$ cat src/rtl/dtree_node_sched.sv
// dtree_node_sched: buffers one sample of features, walks a decision tree, returns the class
module dtree_node_sched #(
    parameter int NFEAT    = 20,
    parameter int FW       = 8,
    parameter int AW       = 7,
    parameter int CW       = 2,
    parameter int MAXDEPTH = 15
) (
    input  logic          clk,
    input  logic          rst_n,
    input  logic          ft_valid,
    output logic          ft_ready,
    input  logic [FW-1:0] ft_data,
    output logic [AW-1:0] node_addr,
    input  logic [29:0]   node_data,
    output logic          res_valid,
    input  logic          res_ready,
    output logic [CW-1:0] res_class,
    output logic          res_err,
    output logic          busy
);
    localparam int CNTW = NFEAT > 1 ? $clog2(NFEAT) : 1;
    localparam int DW   = $clog2(MAXDEPTH + 1);
    localparam logic [1:0] S_LOAD = 2'd0;
    localparam logic [1:0] S_WALK = 2'd1;
    localparam logic [1:0] S_DONE = 2'd2;
    logic [1:0]      state_q, state_d;
    logic [CNTW-1:0] cnt_q, cnt_d;
    logic [DW-1:0]   depth_q, depth_d;
    logic [AW-1:0]   addr_q, addr_d;
    logic            valid_q, valid_d;
    logic [CW-1:0]   class_q, class_d;
    logic            err_q, err_d;
    logic            ft_ready_q, ft_ready_d;
    logic            busy_q, busy_d;
    logic [FW-1:0]   feat_q [NFEAT];
    logic [7:0]      fval;
    logic [7:0]      cmp;
    logic [AW-1:0]   child;
    // Feature selection: out-of-range indices read as zero
    always_comb begin
        fval = '0;
        for (int i = 0; i < NFEAT; i++)
            if (node_data[28:24] == 5'(i)) fval = 8'(feat_q[i]);
        cmp = node_data[23:22] == 2'd0 ? fval >> 6 :
              node_data[23:22] == 2'd1 ? fval >> 5 :
              node_data[23:22] == 2'd2 ? fval >> 4 : fval;
        child = AW'(cmp <= node_data[21:14] ? node_data[13:7] : node_data[6:0]);
    end
    // Next-state logic for the LOAD / WALK / DONE sequence
    always_comb begin
        state_d = state_q;
        cnt_d   = cnt_q;
        depth_d = depth_q;
        addr_d  = addr_q;
        valid_d = valid_q;
        class_d = class_q;
        err_d   = err_q;
        if (state_q == S_LOAD) begin
            if (ft_valid) begin
                cnt_d = cnt_q + 1'b1;
                if (cnt_q == CNTW'(NFEAT - 1)) begin
                    state_d = S_WALK;
                    cnt_d   = '0;
                    addr_d  = '0;
                    depth_d = '0;
                end
            end
        end else if (state_q == S_WALK) begin
            if (node_data[29]) begin
                class_d = node_data[CW-1:0];
                err_d   = 1'b0;
                valid_d = 1'b1;
                state_d = S_DONE;
            end else if (depth_q == DW'(MAXDEPTH)) begin
                class_d = '0;
                err_d   = 1'b1;
                valid_d = 1'b1;
                state_d = S_DONE;
            end else begin
                addr_d  = child;
                depth_d = depth_q + 1'b1;
            end
        end else if (res_ready) begin
            state_d = S_LOAD;
            cnt_d   = '0;
            valid_d = 1'b0;
        end
        ft_ready_d = state_d == S_LOAD;
        busy_d     = state_d != S_LOAD;
    end
    // Control and result registers
    always_ff @(posedge clk or negedge rst_n) begin
        if (!rst_n) begin
            state_q    <= S_LOAD;
            cnt_q      <= '0;
            depth_q    <= '0;
            addr_q     <= '0;
            valid_q    <= 1'b0;
            class_q    <= '0;
            err_q      <= 1'b0;
            ft_ready_q <= 1'b1;
            busy_q     <= 1'b0;
        end else begin
            state_q    <= state_d;
            cnt_q      <= cnt_d;
            depth_q    <= depth_d;
            addr_q     <= addr_d;
            valid_q    <= valid_d;
            class_q    <= class_d;
            err_q      <= err_d;
            ft_ready_q <= ft_ready_d;
            busy_q     <= busy_d;
        end
    end
    // Feature storage, written only while loading a sample
    always_ff @(posedge clk or negedge rst_n) begin
        if (!rst_n) begin
            for (int i = 0; i < NFEAT; i++) feat_q[i] <= '0;
        end else begin
            for (int i = 0; i < NFEAT; i++)
                if (state_q == S_LOAD && ft_valid && cnt_q == CNTW'(i)) feat_q[i] <= ft_data;
        end
    end
    assign ft_ready  = ft_ready_q;
    assign node_addr = addr_q;
    assign res_valid = valid_q;
    assign res_class = class_q;
    assign res_err   = err_q;
    assign busy      = busy_q;
endmodule

$ cat config.mk
export PLATFORM = sky130hd
export DESIGN_NAME = dtree_node_sched
export DESIGN_NICKNAME = d
export VERILOG_FILES = /design/src/rtl/dtree_node_sched.sv
export SDC_FILE = /design/constraint.sdc
export NUM_CORES = 1
export LEC_CHECK = 0
export ABC_AREA = 1
export ABC_CLOCK_PERIOD_IN_PS = 4300
export CORE_UTILIZATION = 25
export CTS_CLUSTER_DIAMETER = 150
export CTS_CLUSTER_SIZE = 8
export DETAILED_ROUTE_END_ITERATION = 8
export GPL_ROUTABILITY_DRIVEN = 0
export PLACE_DENSITY_LB_ADDON = 0.12
export SETUP_SLACK_MARGIN = 0.02
export SLEW_MARGIN = 5
export SYNTH_ARGS = -nofsm -noshare
export SYNTH_HDL_FRONTEND = slang
export SYNTH_SLANG_ARGS = --single-unit
$ cat constraint.sdc
create_clock -name clk -period 4.3 [get_ports clk]
set_clock_uncertainty 0.05 [all_clocks]
set_input_delay 1.29 -clock clk [delete_from_list [all_inputs] [get_ports clk]]
set_output_delay 1.29 -clock clk [all_outputs]
set_load 0.01 [all_outputs]
== Word-level counts from Yosys, hierarchy flattened ==
Cells that the tools add are included.

* Bits in latches: 0
* RAM bits: 0
* Register bits: 184
* Logic and storage cells: 171
* Memory bits (read-only): 0
* Memories: 0
* Bits of input ports: 42

* Order comparisons: 1
* Multipliers: 0
* Reduce and logical (&&, ||, !) cells: 35
* Bitwise logic cells: 1
* Mux-type cells: 55
* Shift-type cells: 0
* Div/mod/pow operators: 0
* $add $sub $neg: 2
* Equal/unequal tests: 48

{| class="wikitable"
|+ Operator list
! kind !! number
|-
| 8-bit two-way mux || 23
|-
| 5-bit by 4-bit equality test with 1-bit output, second input constant || 16
|-
| 7-bit two-way mux || 7
|-
| 5-bit by 3-bit equality test with 1-bit output, second input constant || 8
|-
| 5-bit equality test, second input constant || 8
|-
| 5-bit two-way mux || 5
|-
| 4-bit two-way mux || 6
|-
| 1-bit logical AND || 21
|-
| 5-bit by 2-bit equality test with 1-bit output, second input constant || 4
|-
| 2-bit two-way mux || 9
|-
| 5-bit by 1-bit equality test with 1-bit output, second input constant || 2
|-
| 5-bit logical NOT || 2
|-
| 2-bit nonzero test || 5
|-
| 3-bit AND reduction || 3
|-
| 8-bit less-or-equal comparator || 1
|-
| 2-bit by 1-bit != test with 1-bit output, second input constant || 4
|-
| 2-bit logical NOT || 3
|-
| 5-bit by 1-bit adder with 5-bit output, second input constant || 1
|-
| 1-bit two-way mux || 5
|-
| 5-bit AND reduction || 1
|-
| 4-bit by 1-bit adder with 4-bit output, second input constant || 1
|-
| 2-bit by 1-bit equality test with 1-bit output, second input constant || 2
|-
| 4-bit equality test, second input constant || 1
|-
| 3-bit by 2-bit != test with 1-bit output, second input constant || 1
|-
| other kinds (3) || 3
|}

== Longest topological paths before layout ==
Gate-level depths: netlist of run 1.

* Depth after elaboration: 30
* Depth in mapped cells: 29
* Depth with buffers taken out: 29

== Worst setup path after synthesis of run 1 ==
OpenSTA, ideal clock, no wires.

* Kind: input to register
* From: input node_data[24]
* To: register addr_q[0], in the netlist node_addr[0]
* Setup time: 129 ps
* Buffers on the path: 0
* Arrival time: 3655 ps
* Stages on the path: 24
* Setup slack: 466 ps
* Cell sequence: nor2_2 nand2_2 nor2_4 inv_2 nor2_1 o21bai_1 nand4_1 nor2_1 nand4_1 nor2_1 nand4_1 nor2_1 nand3_1 a21oi_1 nor2_1 ha_1 a21oi_1 o21ai_0 nand2_1 o211ai_1 nand2_1 inv_1 nor2_1 o21ai_0

* Word-level cells in the longest chain between the ends: 30

{| class="wikitable"
|+ RTL lines
! element !! RTL line !! RTL
|-
| start, declared || 15 || <nowiki>input logic [29:0] node_data,</nowiki>
|-
| 5-bit logical NOT || 44 || <nowiki>if (node_data[28:24] == 5'(i)) fval = 8'(feat_q[i]);</nowiki>
|-
| 8-bit two-way mux (19 in series) || 44 ||
|-
| 8-bit two-way mux * || 44 ||
|-
| 8-bit two-way mux || 47 || <nowiki>node_data[23:22] == 2'd2 ? fval >> 4 : fval;</nowiki>
|-
| 8-bit two-way mux || 46 || <nowiki>node_data[23:22] == 2'd1 ? fval >> 5 :</nowiki>
|-
| 8-bit two-way mux * || 45 || <nowiki>cmp = node_data[23:22] == 2'd0 ? fval >> 6 :</nowiki>
|-
| 8-bit less-or-equal comparator * || 48 || <nowiki>child = AW'(cmp <= node_data[21:14] ? node_data[13:7] : node_data[6:0]);</nowiki>
|-
| 7-bit two-way mux * || 48 ||
|-
| 7-bit two-way mux * || 75 || <nowiki>end else if (depth_q == DW'(MAXDEPTH)) begin</nowiki>
|-
| 7-bit two-way mux * || 70 || <nowiki>if (node_data[29]) begin</nowiki>
|-
| 7-bit two-way mux * || 69 || <nowiki>end else if (state_q == S_WALK) begin</nowiki>
|-
| 7-bit two-way mux * || 59 || <nowiki>if (state_q == S_LOAD) begin</nowiki>
|-
| end signal, assigned || 108 || <nowiki>addr_q <= addr_d;</nowiki>
|-
| end, declared || 30 || <nowiki>logic [AW-1:0] addr_q, addr_d;</nowiki>
|}

Every way passes the cells marked *; elsewhere a longest branch is shown, timed or not. The select of a mux whose other input is x is not followed.
A chain may end at the register's enable or synchronous reset.

== Final worst setup path of run 1 ==
* From: input node_data[25]
* To: register addr_q[3], in the netlist node_addr[3]

Same word-level chain as after synthesis.

==> metrics.yaml, run 1 <==
status: "finished, final reports clean"
syn_inst: 1106
min_path_type: "flop to flop"
ant_nets: 0
p_leak_uw: 0.00520
timing.setup.tns_ns: 0
hold_depth: 2
grt_overflow: 0
firstDrtPassIters: 5
n_antenna_cell: 0
avgRoutedWirePerCell_um: 16.3
critPathRequiredTime_ns: 4.57
pwr-share-seq: 0.483
slew_headroom: 0.378
htreeDepth: 4
setup_violations: 0
syn_nets: 1162
cts_root_buffer: "clkbuf_16"
die_w_um: 189
path_class: "input pin to flop"
fillers: 3671
slew_violations: 0
cp_slowest_cell: "ha_1"
fin_crit_sh: 0.959
worstPathArrival_ns: 4.40
clock_sinks: 184
max_cap_viol_count: 0
final-seq-area_mm2: 0.00461
layout.cells.most_common_list: "nand2_1 (305), dfrtp_1 (183), o21ai_0 (140), nor2_1 (128), inv_1 (95)"
start_util: 0.253
antenna_found_initial: 0
grt_usage: 0.163
clk_latency_ns: 0.43
swShare: 0.340
vias: 7437
syn_area_mm2: 0.00871
port_buffers: 54
intPower_uw: 4030
cp_max_fo: 7
grt_pass1_vias: 7430
grt_pass1_wl_um: 44000
ys_types: 30
clk_pin_slew_ns: 0.08
drive_gt1_frac: 0.151
place_area_mm2: 0.0103
final_util: 0.323
ys_seq_area_frac: 0.528
drc: 0
multi_input_area_mm2: 0.00374
drt_iter0_markers: 459
final_common_cell: "nand2_1"
rsz0062_at_grt: "yes"
synth_area_leaders: "dfrtp_1 (53%), nand2_1 (13%), o21ai_0 (8.9%), nor2_1 (5.9%), inv_1 (4.3%)"
p_clk_frac: 0.262
clk_path_buf_depth: 2
r2r_setup_slack_ns: 1.00
ff2ff_path_depth: 25
dp_hpwl_um: 19800
route.final.wire_length_um: 27700
design.core.area_mm2: 0.0345
area_delta_synth_final_pct: 27.6
viasPerCell: 4.37
fmax_mhz: 242
avgSynthCellArea_um2: 7.88
grt_max_degree: 83
power_density_mw_per_mm2: 549
instances_no_fill: 1700
end_kind: "flop"
design_area_mm2: 0.0111
r2r_end: "node_addr[3]"
netlist.area_leader.share: 0.525
layout.nets: 1288
die_y_um: 189
vdd_drop_max_mv: 0.322
holdPathEnd: "feat_q[98]"
cp_num_buf_inv: 4
cp-start-kind: "input pin"
tightest_slew_ns: 0.932
crit_path_max_incr_delay_ns: 0.29
synth_top_area_cell: "dfrtp_1"
synth_seq_cells: 184
cts-hold-fix-buffers: 0
io_pins: 55
switching_power_uw: 2070
finalHoldViolCount: 0
ys_warn_count: 0
cp_top_family: "simple AND/OR/NAND/NOR gates"
cts_buffers: 17
pwr-share-comb: 0.255
die_area_mm2: 0.0356
dp_cells: 1665
rows: 68
hold_start: "feat_q[98]"
cts_tree: "yes"
crit-reg2reg-launch: "feat_q[152]"
holdWs_ns: 0.434
fin_crit_ns: 4.12
## state kept, by name (all words and copies together), names as in the netlist
signal,cells
node_addr,7
depth_q,4
cnt_q,5
res_class,2
ft_ready,1
state_q,2
res_valid,1
busy,1
feat_q,160
res_err,1
## final cells by class
| cell class | instances | area share |
|---|---|---|
| clock buffer | 19 | 0.0398 |
| timing repair buffer | 137 | 0.109 |
| sequential | 184 | 0.414 |
| inverter | 108 | 0.0367 |
| multi-input combinational | 784 | 0.336 |
| tap | 455 | 0.0512 |
| clock inverter | 13 | 0.0129 |
## metal layers
| metal | global-route usage | vias to the layer above | wire length (um) |
|---|---|---|---|
| met1 | 0.228 | 3499 | 13700 |
| met2 | 0.258 | 106 | 12700 |
| li1 | - | 3811 | - |
| met5 | 0 | - | 0 |
| met4 | 0.0481 | 0 | 498 |
| met3 | 0.0264 | 21 | 846 |
## worst min-delay path, cell delays in order (launching register included)
cell,delay [ns]
dfrtp_1,0.35
nand2_1,0.05
o21ai_0,0.06
## repair_timing
action                     4_1_cts  5_1_grt
pin swaps                       13       24
setup endpoints to repair        7        7
buffers inserted                 2        1
resized for setup               57       37
## how the worst max path moves through the flow
stage	startpoint	end	slack, ns	depth (start not counted)
3_5_place_dp	node_data[25]	node_addr[2]	-1.19	28
4_1_cts	node_data[24]	node_addr[4]	0.03	27
6_report	node_data[25]	node_addr[3]	0.18	26
2_1_floorplan	node_data[24]	node_addr[0]	0.47	24
3_3_place_gp	node_data[24]	node_addr[2]	-1.21	28
5_1_grt	node_data[25]	node_addr[3]	-0.12	28
## synth_stat cells
master	count
nand3_1	27
nor2_2	8
nor3_1	5
o22ai_1	2
or2_0	6
o211ai_1	1
a31oi_1	1
or2_1	1
xor2_1	1
o31ai_1	1
or2_2	7
nand4_1	31
buf_2	1
dfstp_2	1
dfrtp_1	183
inv_2	9
a22o_1	2
ha_1	14
o21bai_1	1
a21oi_1	57
nor2_4	4
o21ai_0	155
nor2_1	138
clkbuf_1	29
nand2_2	5
o21ai_1	2
a22oi_1	1
nor3b_1	1
inv_1	99
nand2_1	313
## metrics by stage
step                setup WS (ns)  total power, uW
finish                      0.176             6100
global route               -0.116             6580
CTS                        0.0263             6160
detailed placement          -1.19             4510
global placement            -1.21             4490
floorplan                   0.466             3830
## logic make-up after synthesis
family / Yosys count / synth area share
compound gates: 223 / 0.131
buf+inv: 138 / 0.0596
simple gates: 546 / 0.260
fa+ha+maj: 14 / 0.0201
xor+xnor: 1 / 0.00101
flops: 184 / 0.528
## power by group through the flow
stage,registers [uW],logic [uW],clock network [uW]
6_report,2950,1560,1600
5_1_grt,3050,1820,1720
4_1_cts,2940,1570,1650
3_5_place_dp,2960,1550,0
3_3_place_gp,2980,1520,0
2_1_floorplan,2860,978,0
Power figures use the tool's default switching activity.
==> inputs of run 2 (changes only) <==
Settings changed: ABC_CLOCK_PERIOD_IN_PS 4300 to 4600.
Clock period 4.3 ns to 4.6 ns, I/O delays scaled along.
==> run 2 against run 1 <==
Compared with the run above:
- clock power fell by 7%
- critical path depth grew 1
- worst hold slack better by 0.0022 ns
- first-iteration DRC count up 17%
- cell area increased by 0.73%
- total power fell by 6.3%
- clock-buffer cell count is the same
- die area is the same
- utilization rose by 0.24 points
- highest routed layer unchanged
- flip-flop and latch count is the same
- non-clock buffer count increased by 7
- largest cell class unchanged
- cell count grew 0.41%
==> metrics.yaml, run 2 (synthesis results as in run 1) <==
path_class: "input pin to flop"
start_util: 0.253  # unchanged
cp-start-kind: "input pin"
avgRoutedWirePerCell_um: 16.6  # +2.1%
final_common_cell: "nand2_1"
fillers: 3746  # +2.0%
min_path_type: "flop to flop"
largest_register_ffs: 160  # unchanged
rows: 68  # unchanged
finalHoldViolCount: 0  # unchanged
clk_latency_ns: 0.44  # about the same
rsz0062_at_grt: "yes"
grt_usage: 0.166  # +0.00296
setup_violations: 0  # unchanged
slew_headroom: 0.321  # -0.0571
grt_pass1_vias: 7588  # +2.1%
slew_violations: 0  # unchanged
drive_gt1_frac: 0.161  # +0.0103
ff2ff_path_depth: 25  # unchanged
r2r_end: "node_addr[6]"
tightest_slew_ns: 1.02  # +0.0855 ns
startpoint: "node_data[27]"
hold_depth: 2  # unchanged
viasPerCell: 4.40  # +0.66%
r2r_setup_slack_ns: 1.24  # +0.24 ns
grt_max_degree: 84  # +1.2%
drt_iter0_markers: 539  # +17%
drc: 0  # unchanged
vias: 7517  # +1.1%
holdPathEnd: "feat_q[5]"
p_total_uw: 5720  # -6.3%
area_delta_synth_final_pct: 28.6
layout.cells.most_common_list: "nand2_1 (306), dfrtp_1 (183), o21ai_0 (140), nor2_1 (126), inv_1 (94)"
clock_sinks: 184  # unchanged
fmax_mhz: 226
cts_buffers: 17  # unchanged
end_kind: "flop"
die_y_um: 189  # unchanged
dp_hpwl_um: 20600  # +4.0%
firstDrtPassIters: 7  # +2
fin_crit_ns: 4.42
cts_root_buffer: "clkbuf_16"
die_area_mm2: 0.0356  # unchanged
layout.nets: 1295  # +0.54%
clk_pin_slew_ns: 0.07  # about the same
critPathRequiredTime_ns: 4.87  # +0.30 ns
cts_tree: "yes"
dp_cells: 1669  # +0.24%
fin_crit_sh: 0.961
p_leak_uw: 0.00524  # +0.64%
antenna_found_initial: 0  # unchanged
die_w_um: 189  # unchanged
instances_no_fill: 1707  # +0.41%
grt_overflow: 0  # unchanged
io_pins: 55  # unchanged
crit-reg2reg-launch: "feat_q[152]"
max_cap_viol_count: 0  # unchanged
vdd_drop_max_mv: 0.272  # -16%
grt_pass1_wl_um: 44700  # +1.7%
hold_start: "feat_q[5]"
status: "finished, final reports clean"
route.final.wire_length_um: 28400  # +2.6%
n_antenna_cell: 0  # unchanged
cts-hold-fix-buffers: 0  # unchanged
power_density_mw_per_mm2: 510  # -7.0%
clk_path_buf_depth: 2  # unchanged
design.core.area_mm2: 0.0345  # unchanged
port_buffers: 54  # unchanged
regMostFlops: "feat_q"
worstPathArrival_ns: 4.69  # +0.29 ns
htreeDepth: 4  # unchanged
cp_max_fo: 7  # unchanged
ant_nets: 0  # unchanged
-- run 2: cell types whose count changed in the layout (fill, tap and decap cells not counted), sizes merged --
cell,delta
buf,+5
clkbuf,+2
clkinv,-2
inv,+2
-- run 2: timing repair --
item	4_1_cts	5_1_grt
gates resized for setup	23	78
pin swaps	10	36
endpoints found under the setup margin	7	7
setup buffers	2	4
-- run 2: cell type report --
| class | instances | area [um^2] | area share |
|---|---|---|---|
| flip-flops and latches | 184 | 4610 | 0.411 |
| multi-input cells | 784 | 3770 | 0.336 |
| well taps | 455 | 569 | 0.0508 |
| clock inverters | 13 | 144 | 0.0128 |
| inverters | 108 | 410 | 0.0366 |
| repair buffers | 144 | 1270 | 0.114 |
| clock buffers | 19 | 433 | 0.0386 |
-- run 2: worst max-delay path by stage --
stage | endpoint | slack, ns
2_1_floorplan | node_addr[0] | 0.68
5_1_grt | node_addr[6] | -0.05
4_1_cts | node_addr[0] | 0.02
3_3_place_gp | node_addr[2] | -0.93
3_5_place_dp | node_addr[4] | -0.94
6_report | node_addr[6] | 0.18
-- run 2: power breakdown --
part / switching (uW) / internal (uW)
sequential: 397 / 2350
clock: 684 / 810
combinational: 869 / 608
total: 1950 / 3770
-- run 2: critical path, stage by stage --
cell	delay (ns)
buf_8	0.11
buf_6	0.11
inv_4	0.05
nand2_4	0.05
buf_6	0.12
nor2_4	0.12
buf_6	0.12
inv_4	0.03
nor2_4	0.08
o21bai_4	0.12
nand4_1	0.11
nor2_1	0.14
nand4_1	0.13
nor2_1	0.16
nand4_1	0.16
nor2_2	0.19
nand3_2	0.14
a21oi_2	0.17
nor2_1	0.05
ha_1	0.32
buf_4	0.14
buf_4	0.12
nand4_1	0.08
nand2_1	0.11
buf_6	0.17
o21ai_2	0.13
o21ai_1	0.07
-- run 2: layer usage --
metal | vias to the layer above | part of all wire | GRT usage
met1 | 3577 | 0.49 | 0.231
met4 | 0 | 0.0076 | 0.0323
met2 | 99 | 0.48 | 0.275
met5 | - | 0 | 0
met3 | 15 | 0.024 | 0.0237
li1 | 3826 | - | -
-- run 2: stage by stage --
step	setup WS (ns)	util	hold slack [ns]	instance area, um^2	setup TNS, ns
2_1_floorplan	0.676	-	0.395	8710	0
3_3_place_gp	-0.933	0.301	0.411	10400	-6.44
3_5_place_dp	-0.938	0.301	0.418	10400	-6.42
4_1_cts	0.0223	0.319	0.436	11000	0
5_1_grt	-0.0470	0.325	0.455	11200	-0.157
6_report	0.181	0.325	0.436	11200	0
